## config.mk

```make
export PLATFORM = sky130hd
export DESIGN_NAME = change_logger
export DESIGN_NICKNAME = d
export VERILOG_FILES = /design/src/rtl/change_logger_pkg.sv /design/src/rtl/sync_fifo.sv /design/src/rtl/change_logger.sv
export SDC_FILE = /design/constraint.sdc
export NUM_CORES = 1
export LEC_CHECK = 0
export CAP_MARGIN = 30
export CORE_MARGIN = 2
export CORE_UTILIZATION = 50
export CTS_BUF_LIST = sky130_fd_sc_hd__clkbuf_16
export CTS_CLUSTER_SIZE = 40
export DETAILED_ROUTE_END_ITERATION = 16
export DONT_BUFFER_PORTS = 1
export GPL_ROUTABILITY_DRIVEN = 0
export HOLD_SLACK_MARGIN = 0.03
export PLACE_DENSITY = 0.71
export SLEW_MARGIN = 20
export SYNTH_ARGS = -nofsm -noshare
export SYNTH_HDL_FRONTEND = slang
export SYNTH_SLANG_ARGS = --single-unit
```

## constraint.sdc

```tcl
create_clock -name clk -period 2.8 [get_ports clk]
set_input_delay 0.14 -clock clk [delete_from_list [all_inputs] [get_ports clk]]
set_output_delay 0.14 -clock clk [all_outputs]
set_load 0.005 [all_outputs]
```

## src/rtl/change_logger_pkg.sv

```systemverilog
// Shared parameters and entry layout for the change_logger capture block.
// An entry is {timestamp, value}, with the value in the low bits.
package change_logger_pkg;

  localparam int unsigned DEF_DATA_W = 4;
  localparam int unsigned DEF_TS_W   = 16;
  localparam int unsigned DEF_DEPTH  = 8;

  localparam int unsigned ENTRY_W    = DEF_TS_W + DEF_DATA_W;
  localparam int unsigned VALUE_LSB  = 0;

  // Timestamp field sits directly above the value field.
  function automatic int unsigned ts_lsb(input int unsigned data_w);
    return data_w;
  endfunction

  function automatic int unsigned entry_w(input int unsigned data_w, input int unsigned ts_w);
    return data_w + ts_w;
  endfunction

endpackage

```

## src/rtl/sync_fifo.sv

```systemverilog
// First-word-fall-through synchronous FIFO; head data is read straight from
// the storage registers, so nothing on the pop side reaches valid combinationally.
module sync_fifo
  import change_logger_pkg::*;
#(
  parameter int unsigned WIDTH = ENTRY_W,
  parameter int unsigned DEPTH = DEF_DEPTH
) (
  input  logic                       clk,
  input  logic                       rst,
  input  logic                       push,
  input  logic [WIDTH-1:0]           push_data,
  input  logic                       pop,
  output logic [WIDTH-1:0]           pop_data,
  output logic                       valid,
  output logic                       full,
  output logic [$clog2(DEPTH):0]     count
);

  localparam int unsigned AW = $clog2(DEPTH);
  localparam int unsigned CW = AW + 1;

  logic [WIDTH-1:0] mem_q [DEPTH];
  logic [WIDTH-1:0] mem_d [DEPTH];
  logic [AW-1:0]    rd_ptr_q, rd_ptr_d;
  logic [AW-1:0]    wr_ptr_q, wr_ptr_d;
  logic [CW-1:0]    count_q, count_d;
  logic             valid_q, valid_d;
  logic             full_q, full_d;
  logic             pop_ok_c;
  logic             push_ok_c;

  // A push into a full FIFO is still accepted when the head leaves on the same edge.
  always_comb begin
    mem_d     = mem_q;
    rd_ptr_d  = rd_ptr_q;
    wr_ptr_d  = wr_ptr_q;
    pop_ok_c  = pop & valid_q;
    push_ok_c = push & (~full_q | pop_ok_c);
    if (push_ok_c) begin
      mem_d[wr_ptr_q] = push_data;
      wr_ptr_d        = wr_ptr_q + AW'(1);
    end
    if (pop_ok_c) begin
      rd_ptr_d = rd_ptr_q + AW'(1);
    end
    count_d = count_q + CW'(push_ok_c) - CW'(pop_ok_c);
    valid_d = (count_d != '0);
    full_d  = (count_d == CW'(DEPTH));
  end

  always_ff @(posedge clk) begin
    if (rst) begin
      for (int i = 0; i < int'(DEPTH); i++) begin
        mem_q[i] <= '0;
      end
      rd_ptr_q <= '0;
      wr_ptr_q <= '0;
      count_q  <= '0;
      valid_q  <= 1'b0;
      full_q   <= 1'b0;
    end else begin
      mem_q    <= mem_d;
      rd_ptr_q <= rd_ptr_d;
      wr_ptr_q <= wr_ptr_d;
      count_q  <= count_d;
      valid_q  <= valid_d;
      full_q   <= full_d;
    end
  end

  assign pop_data = mem_q[rd_ptr_q];
  assign valid    = valid_q;
  assign full     = full_q;
  assign count    = count_q;

endmodule

```

## src/rtl/change_logger.sv

```systemverilog
// Hardware $monitor: logs every change of sample_in as a {timestamp, value}
// entry into a FIFO drained over valid/ready, with a sticky drop flag.
module change_logger
  import change_logger_pkg::*;
#(
  parameter int unsigned DATA_W = DEF_DATA_W,
  parameter int unsigned TS_W   = DEF_TS_W,
  parameter int unsigned DEPTH  = DEF_DEPTH
) (
  input  logic                     clk,
  input  logic                     rst,
  input  logic                     enable,
  input  logic [DATA_W-1:0]        sample_in,
  output logic                     out_valid,
  input  logic                     out_ready,
  output logic [DATA_W-1:0]        out_value,
  output logic [TS_W-1:0]          out_time,
  output logic [$clog2(DEPTH):0]   count,
  output logic                     overflow,
  input  logic                     clear_ovf
);

  localparam int unsigned EW     = entry_w(DATA_W, TS_W);
  localparam int unsigned TS_LSB = ts_lsb(DATA_W);

  logic [TS_W-1:0]   time_q, time_d;
  logic [DATA_W-1:0] prev_q, prev_d;
  logic              armed_q, armed_d;
  logic              ovf_q, ovf_d;
  logic              log_c;
  logic              pop_c;
  logic              drop_c;
  logic              fifo_full;
  logic [EW-1:0]     head;

  // Change detector, free-running timestamp and sticky overflow.
  always_comb begin
    time_d  = time_q;
    prev_d  = prev_q;
    armed_d = 1'b0;
    ovf_d   = ovf_q;
    pop_c   = out_valid & out_ready;
    log_c   = enable & (~armed_q | (sample_in != prev_q));
    drop_c  = log_c & fifo_full & ~pop_c;
    if (enable) begin
      time_d  = time_q + TS_W'(1);
      armed_d = 1'b1;
    end
    // A dropped entry still becomes the new baseline.
    if (log_c) begin
      prev_d = sample_in;
    end
    if (drop_c) begin
      ovf_d = 1'b1;
    end else if (clear_ovf) begin
      ovf_d = 1'b0;
    end
  end

  always_ff @(posedge clk) begin
    if (rst) begin
      time_q  <= '0;
      prev_q  <= '0;
      armed_q <= 1'b0;
      ovf_q   <= 1'b0;
    end else begin
      time_q  <= time_d;
      prev_q  <= prev_d;
      armed_q <= armed_d;
      ovf_q   <= ovf_d;
    end
  end

  sync_fifo #(
    .WIDTH (EW),
    .DEPTH (DEPTH)
  ) u_fifo (
    .clk       (clk),
    .rst       (rst),
    .push      (log_c),
    .push_data ({time_q, sample_in}),
    .pop       (pop_c),
    .pop_data  (head),
    .valid     (out_valid),
    .full      (fifo_full),
    .count     (count)
  );

  assign out_value = head[VALUE_LSB +: DATA_W];
  assign out_time  = head[TS_LSB +: TS_W];
  assign overflow  = ovf_q;

endmodule

```

==> impl_metrics.env, run 1 <==
export IMPL_outcome="finished, final reports clean"
export IMPL_dieArea_mm2=0.0192
export IMPL_ys_seq_area_share_pct=42.8
export IMPL_stdcell_count=1029
export IMPL_area_delta_synth_final_pct=9.67
export IMPL_hpwl_um=11000
export IMPL_syn_area_per_cell_um2=11.1
export IMPL_fin_area_mm2=0.00995
export IMPL_muxShareOfSynthArea_pct=31.1
export IMPL_setup_viol=0
export IMPL_cts_sinks=194
export IMPL_synth_top_family_by_area="multiplexers"
export IMPL_drive_above_1_share_pct=14.6
export IMPL_io_buffers=0
export IMPL_synth_fp_nets=831
export IMPL_yosysWarnings=0
export IMPL_via_per_inst=5.58
export IMPL_tns_ps=0
export IMPL_die_h_um=139
export IMPL_power_density_mw_per_mm2=659
export IMPL_max_freq_mhz=440
export IMPL_synth_xor_area_share_pct=1.93
export IMPL_antenna_cells=0
export IMPL_dp_cells=984
export IMPL_post_route_period_util_pct=81.2
export IMPL_firstDrtPassIters=4
export IMPL_finClkSkew_ps=5.87
export IMPL_antenna_left=0
export IMPL_leakage_uw=0.00426
export IMPL_critical_path_class="reg2reg"
export IMPL_cpPeakStageDelay_ps=380
export IMPL_core_area_mm2=0.0179
export IMPL_cts_root_buf="clkbuf_16"
export IMPL_cts_setup_buffers=0
export IMPL_critical_path_slowest_cell="dfxtp_1"
export IMPL_cts_tree="done"
export IMPL_ios=35
export IMPL_synth_adder_area_share_pct=1.19
export IMPL_hold_class="in2reg"
export IMPL_htreeDepth=4
export IMPL_die_x_um=139
export IMPL_arrival_ps=2620
export IMPL_clk_pin_slew_ps=70
export IMPL_tightest_slew_ps=625
export IMPL_synth_edff_count=0
export IMPL_cts_resized_gates=0
export IMPL_grt_pass1_wl_um=31200
export IMPL_required_ps=3150
export IMPL_wirelength_um=19100
export IMPL_synth_compound_area_share_pct=1.79
export IMPL_crit_chain="a21boi_4, nor2b_1, o21a_1, ha_1, fa_1, xor2_1, nor3_1, nor3b_1"
export IMPL_synth_cells=814
export IMPL_overflow=0
export IMPL_max_clock_path_buffers=2
export IMPL_grt_pass1_vias=5942
export IMPL_hold_ws_ps=32.7
export IMPL_start_util_pct=50.7
export IMPL_ys_seq_elements=194
export IMPL_drt_iter0_markers=302
export IMPL_vias=5740
export IMPL_rsz0062_at_grt="false"
export IMPL_reg2reg_from="u_fifo.valid$_SDFF_PP0_"
export IMPL_slew_viol_final=0
export IMPL_cp_end_kind="flop"
export IMPL_synth_cell_types=42
export IMPL_worstSetupStartpoint="u_fifo.valid$_SDFF_PP0_"
export IMPL_rows=49
export IMPL_async_flop_share_pct=0
export IMPL_groute_usage_overall_pct=20.4
export IMPL_critPathMaxFanout=10
export IMPL_finalHoldViolations=0
export IMPL_ys_flop_type="dfxtp_1"
export IMPL_hold_path_startpoint="enable"
export IMPL_peakVddDrop_mv=0.500
export IMPL_finalCriticalPeriod_ps=2270
export IMPL_antenna_found_initial=0
export IMPL_drc=0
export IMPL_syn_area_mm2=0.00907
export IMPL_maxCapViolCount=0
export IMPL_grt_max_degree=199
export IMPL_numCtsBuffers=17
export IMPL_start_kind="flop"
export IMPL_layout_nets=805
export IMPL_clk_latency_ps=430
export IMPL_routedWlPerCell_um=18.6
export IMPL_synth_simple_area_share_pct=17.0
export IMPL_place_area_mm2=0.00917
export IMPL_slew_headroom_pct=58.3
-- layer usage --
| metal | vias up | GRT usage [%] | routed length, um |
|---|---|---|---|
| met3 | 29 | 4.32 | 676 |
| met5 | - | 0 | 0 |
| met4 | 0 | 6.91 | 371 |
| met2 | 99 | 35.0 | 9450 |
| li1 | 2743 | - | - |
| met1 | 2869 | 25.8 | 8600 |
-- final cells by class --
class	instances	area, um2
fill	1492	7960
multi-input combinational	539	4830
sequential	194	3890
clock buffer	17	425
timing repair buffer	29	295
tap	229	287
clock inverter	14	194
inverter	7	26.3
-- cell usage after synthesis (all sizes together), types with 9 or more instances --
cell	number	area [um2]
xor2	11	96.3
mux2i	168	1680
nand2b	186	1160
xnor2	9	78.8
mux2	21	236
buf	48	251
clkbuf	26	97.6
mux4	40	901
nand2	10	37.5
nor2	22	82.6
o21ai	10	65.1
dfxtp	194	3880
-- worst max-delay path, delay by kind of cell (launching register included) --
family | cells | cell delay (ps)
flip-flops | 1 | 380
AND/OR/NAND/NOR | 3 | 540
adder cells (fa/ha/maj) | 2 | 630
AO/OA/AOI/OAI | 2 | 480
XOR/XNOR | 1 | 160
-- state kept, by name, summed over array words and instances (netlist names) --
name and flops:
u_fifo.mem_q 160, u_fifo.valid 1, armed_q 1, overflow 1, time_q 16, u_fifo.rd_ptr_q 3, prev_q 4, u_fifo.count 4
u_fifo.wr_ptr_q 3, u_fifo.full 1
-- through the flow --
step	total power, uW	setup WS, ps	util, %
finish	6550	526	55.6
global route	6820	347	55.6
CTS	6610	513	55.6
detailed placement	4000	540	51.2
global placement	3950	684	51.2
floorplan	3790	700	-
-- power by group --
group	switching (uW)	leakage, uW	internal (uW)
Clock	1010	0.000296	1560
Combinational	537	0.00239	490
Sequential	98.7	0.00157	2850
Total	1650	0.00426	4900
-- cell families after synthesis --
family          after synthesis
fa+ha+maj                     8
mux                         229
flops                       194
xor+xnor                     20
simple gates                259
compound gates               23
buf+inv                      81
-- path summary, 6_finish.rpt --
kind	cells after the start	slack, ps	to
hold / removal	3	30	time_q[2]$_SDFFE_PP0P_
setup reg to reg	8	530	u_fifo.full$_SDFF_PP0_
hold reg to reg	2	470	u_fifo.mem_q[146]$_SDFFE_PP0P_
setup / recovery	8	530	u_fifo.full$_SDFF_PP0_
-- repair_timing --
action                                  in CTS  in global routing
hold endpoints to repair                   194                  0
hold buffers                                14                  0
endpoints found under the setup margin       0                  0
-- placed cells by master, fill, tap and decap left out, types with 2 or more instances in the layout --
cell / instances
o21ai_0: 2
dfxtp_2: 2
mux2_2: 20
dlygate4sd3_1: 13
mux4_2: 40
dfxtp_1: 192
bufinv_16: 5
xor2_1: 11
clkinv_2: 2
mux2i_1: 168
clkinvlp_4: 2
nand2b_1: 186
o211ai_1: 2
nor2_1: 22
or4_1: 2
o21a_1: 3
nand3_1: 4
inv_1: 7
nand4_1: 7
clkbuf_16: 17
or2_2: 2
o21ai_2: 7
and3_1: 3
nand2_1: 10
clkinv_1: 5
a21oi_1: 5
buf_12: 2
xnor2_1: 9
nor2b_1: 6
nor3_1: 7
nor4_1: 2
nor3b_1: 3
ha_1: 7
buf_4: 13
and4_1: 2
Power figures use the tool's default switching activity.
==> run 2, diff against run 1 <==
==> constraint.sdc (replaced) <==
create_clock -name clk -period 2.25 [get_ports clk]
set_input_delay 0.1125 -clock clk [delete_from_list [all_inputs] [get_ports clk]]
set_output_delay 0.1125 -clock clk [all_outputs]
set_load 0.005 [all_outputs]
==> impl_metrics.env, run 2 (synthesis results as in run 1) <==
export IMPL_clk_pin_slew_ps=70
export IMPL_antenna_found_initial=0
export IMPL_tightest_slew_ps=540
export IMPL_outcome="finished, final reports clean"
export IMPL_dp_cells=985
export IMPL_core_area_mm2=0.0179
export IMPL_reg_top3="u_fifo.mem_q: 160 flops, time_q: 16 flops"
export IMPL_groute_usage_overall_pct=20.5
export IMPL_place_area_mm2=0.00924
export IMPL_numCtsBuffers=17
export IMPL_vias=5728
export IMPL_largest_reg_flops=160
export IMPL_wirelength_um=19300
export IMPL_fin_area_mm2=0.0100
export IMPL_cts_sinks=194
export IMPL_cts_root_buf="clkbuf_16"
export IMPL_cts_tree="done"
export IMPL_worstSetupStartpoint="u_fifo.rd_ptr_q[0]$_SDFFE_PP0P_"
export IMPL_io_buffers=0
export IMPL_stdcell_count=1034
export IMPL_peakVddDrop_mv=0.760
export IMPL_overflow=0
export IMPL_drive_above_1_share_pct=15.3
export IMPL_finalHoldViolations=0
export IMPL_hold_path_startpoint="sample_in[2]"
export IMPL_leakage_uw=0.00433
export IMPL_firstDrtPassIters=4
export IMPL_required_ps=2140
export IMPL_grt_max_degree=184
export IMPL_antenna_cells=0
export IMPL_die_h_um=139
export IMPL_area_delta_synth_final_pct=10.5
export IMPL_finClkSkew_ps=9.24
export IMPL_antenna_left=0
export IMPL_hold_class="in2reg"
export IMPL_slew_headroom_pct=64.0
export IMPL_htreeDepth=4
export IMPL_max_clock_path_buffers=2
export IMPL_grt_pass1_vias=6122
export IMPL_critical_path_class="reg2out"
export IMPL_drc=0
export IMPL_slew_viol_final=0
export IMPL_final_cell_mix="191 x dfxtp_1, 186 x nand2b_1, 168 x mux2i_1, 40 x mux4_2, 22 x nor2_1"
export IMPL_cp_end_kind="output port"
export IMPL_via_per_inst=5.54
export IMPL_clk_latency_ps=440
export IMPL_arrival_ps=2030
export IMPL_layout_commonest_cell="dfxtp_1"
export IMPL_maxCapViolCount=0
export IMPL_top_register="u_fifo.mem_q"
export IMPL_dieArea_mm2=0.0192
export IMPL_ios=35
export IMPL_layout_nets=810
export IMPL_drt_iter0_markers=274
export IMPL_start_util_pct=50.7
export IMPL_reg2reg_from="prev_q[3]$_SDFFE_PP0P_"
export IMPL_hpwl_um=11200
export IMPL_critPathMaxFanout=20
export IMPL_die_x_um=139
export IMPL_setup_viol=0
export IMPL_finalCriticalPeriod_ps=2140
export IMPL_grt_pass1_wl_um=31500
export IMPL_post_route_period_util_pct=95.0
export IMPL_max_freq_mhz=468
export IMPL_routedWlPerCell_um=18.6
export IMPL_rows=49
export IMPL_power_density_mw_per_mm2=797
export IMPL_hold_ws_ps=53.2
export IMPL_start_kind="flop"
run 2: worst max-delay path, cell delays in order, from the launching register on:
cell       delay, ps
dfxtp_2          450
clkbuf_16        290
mux4_2           530
mux2_2           310
run 2: cell type report:
type / count / area, um2
fillers: 1509 / 7880
multi-input cells: 539 / 4840
flip-flops and latches: 194 / 3890
repair buffers: 34 / 428
clock buffers: 17 / 425
well taps: 229 / 287
clock inverters: 14 / 125
inverters: 7 / 26.3
run 2: metrics by stage:
| step | worst slack, ps | power, uW | TNS, ps | utilization, % |
|---|---|---|---|---|
| final | 112 | 7990 | 0 | 56.0 |
| after global routing | -5.67 | 8320 | -5.67 | 56.0 |
| after CTS | 7.88 | 7960 | 0 | 55.7 |
| after detailed placement | 6.75 | 5030 | 0 | 51.6 |
| after global placement | 201 | 4960 | 0 | 51.6 |
| after floorplan | 150 | 4720 | 0 | - |
run 2: repair_timing:
| item | CTS | global route |
|---|---|---|
| gates cloned | 0 | 1 |
| gates resized for setup | 1 | 3 |
| setup buffers | 0 | 0 |
| hold buffers | 17 | 0 |
| pin swaps | 0 | 0 |
| hold endpoints to repair | 194 | 0 |
| setup endpoints to repair | 1 | 2 |
run 2: per-layer routing:
layer / up-vias / global-route usage, % / share of wire, % / wire (um)
met1: 2825 / 25.9 / 44 / 8490
met2: 113 / 34.7 / 50 / 9540
li1: 2759 / - / - / -
met4: 0 / 8.13 / 2.0 / 389
met3: 31 / 3.97 / 4.4 / 848
met5: - / 0 / 0 / 0
run 2: worst paths after layout:
| check | to | slack, ps | cells past startpoint |
|---|---|---|---|
| max reg2reg | u_fifo.full$_SDFF_PP0_ | 150 | 8 |
| min | u_fifo.mem_q[82]$_SDFFE_PP0P_ | 50 | 2 |
| max | out_time[12] | 110 | 3 |
| min reg2reg | u_fifo.mem_q[28]$_SDFFE_PP0P_ | 470 | 2 |
run 2: power breakdown:
part	switching (uW)	internal, uW	total (uW)
Clock	1280	1600	2880
Sequential	122	3550	3670
Combinational	733	699	1430
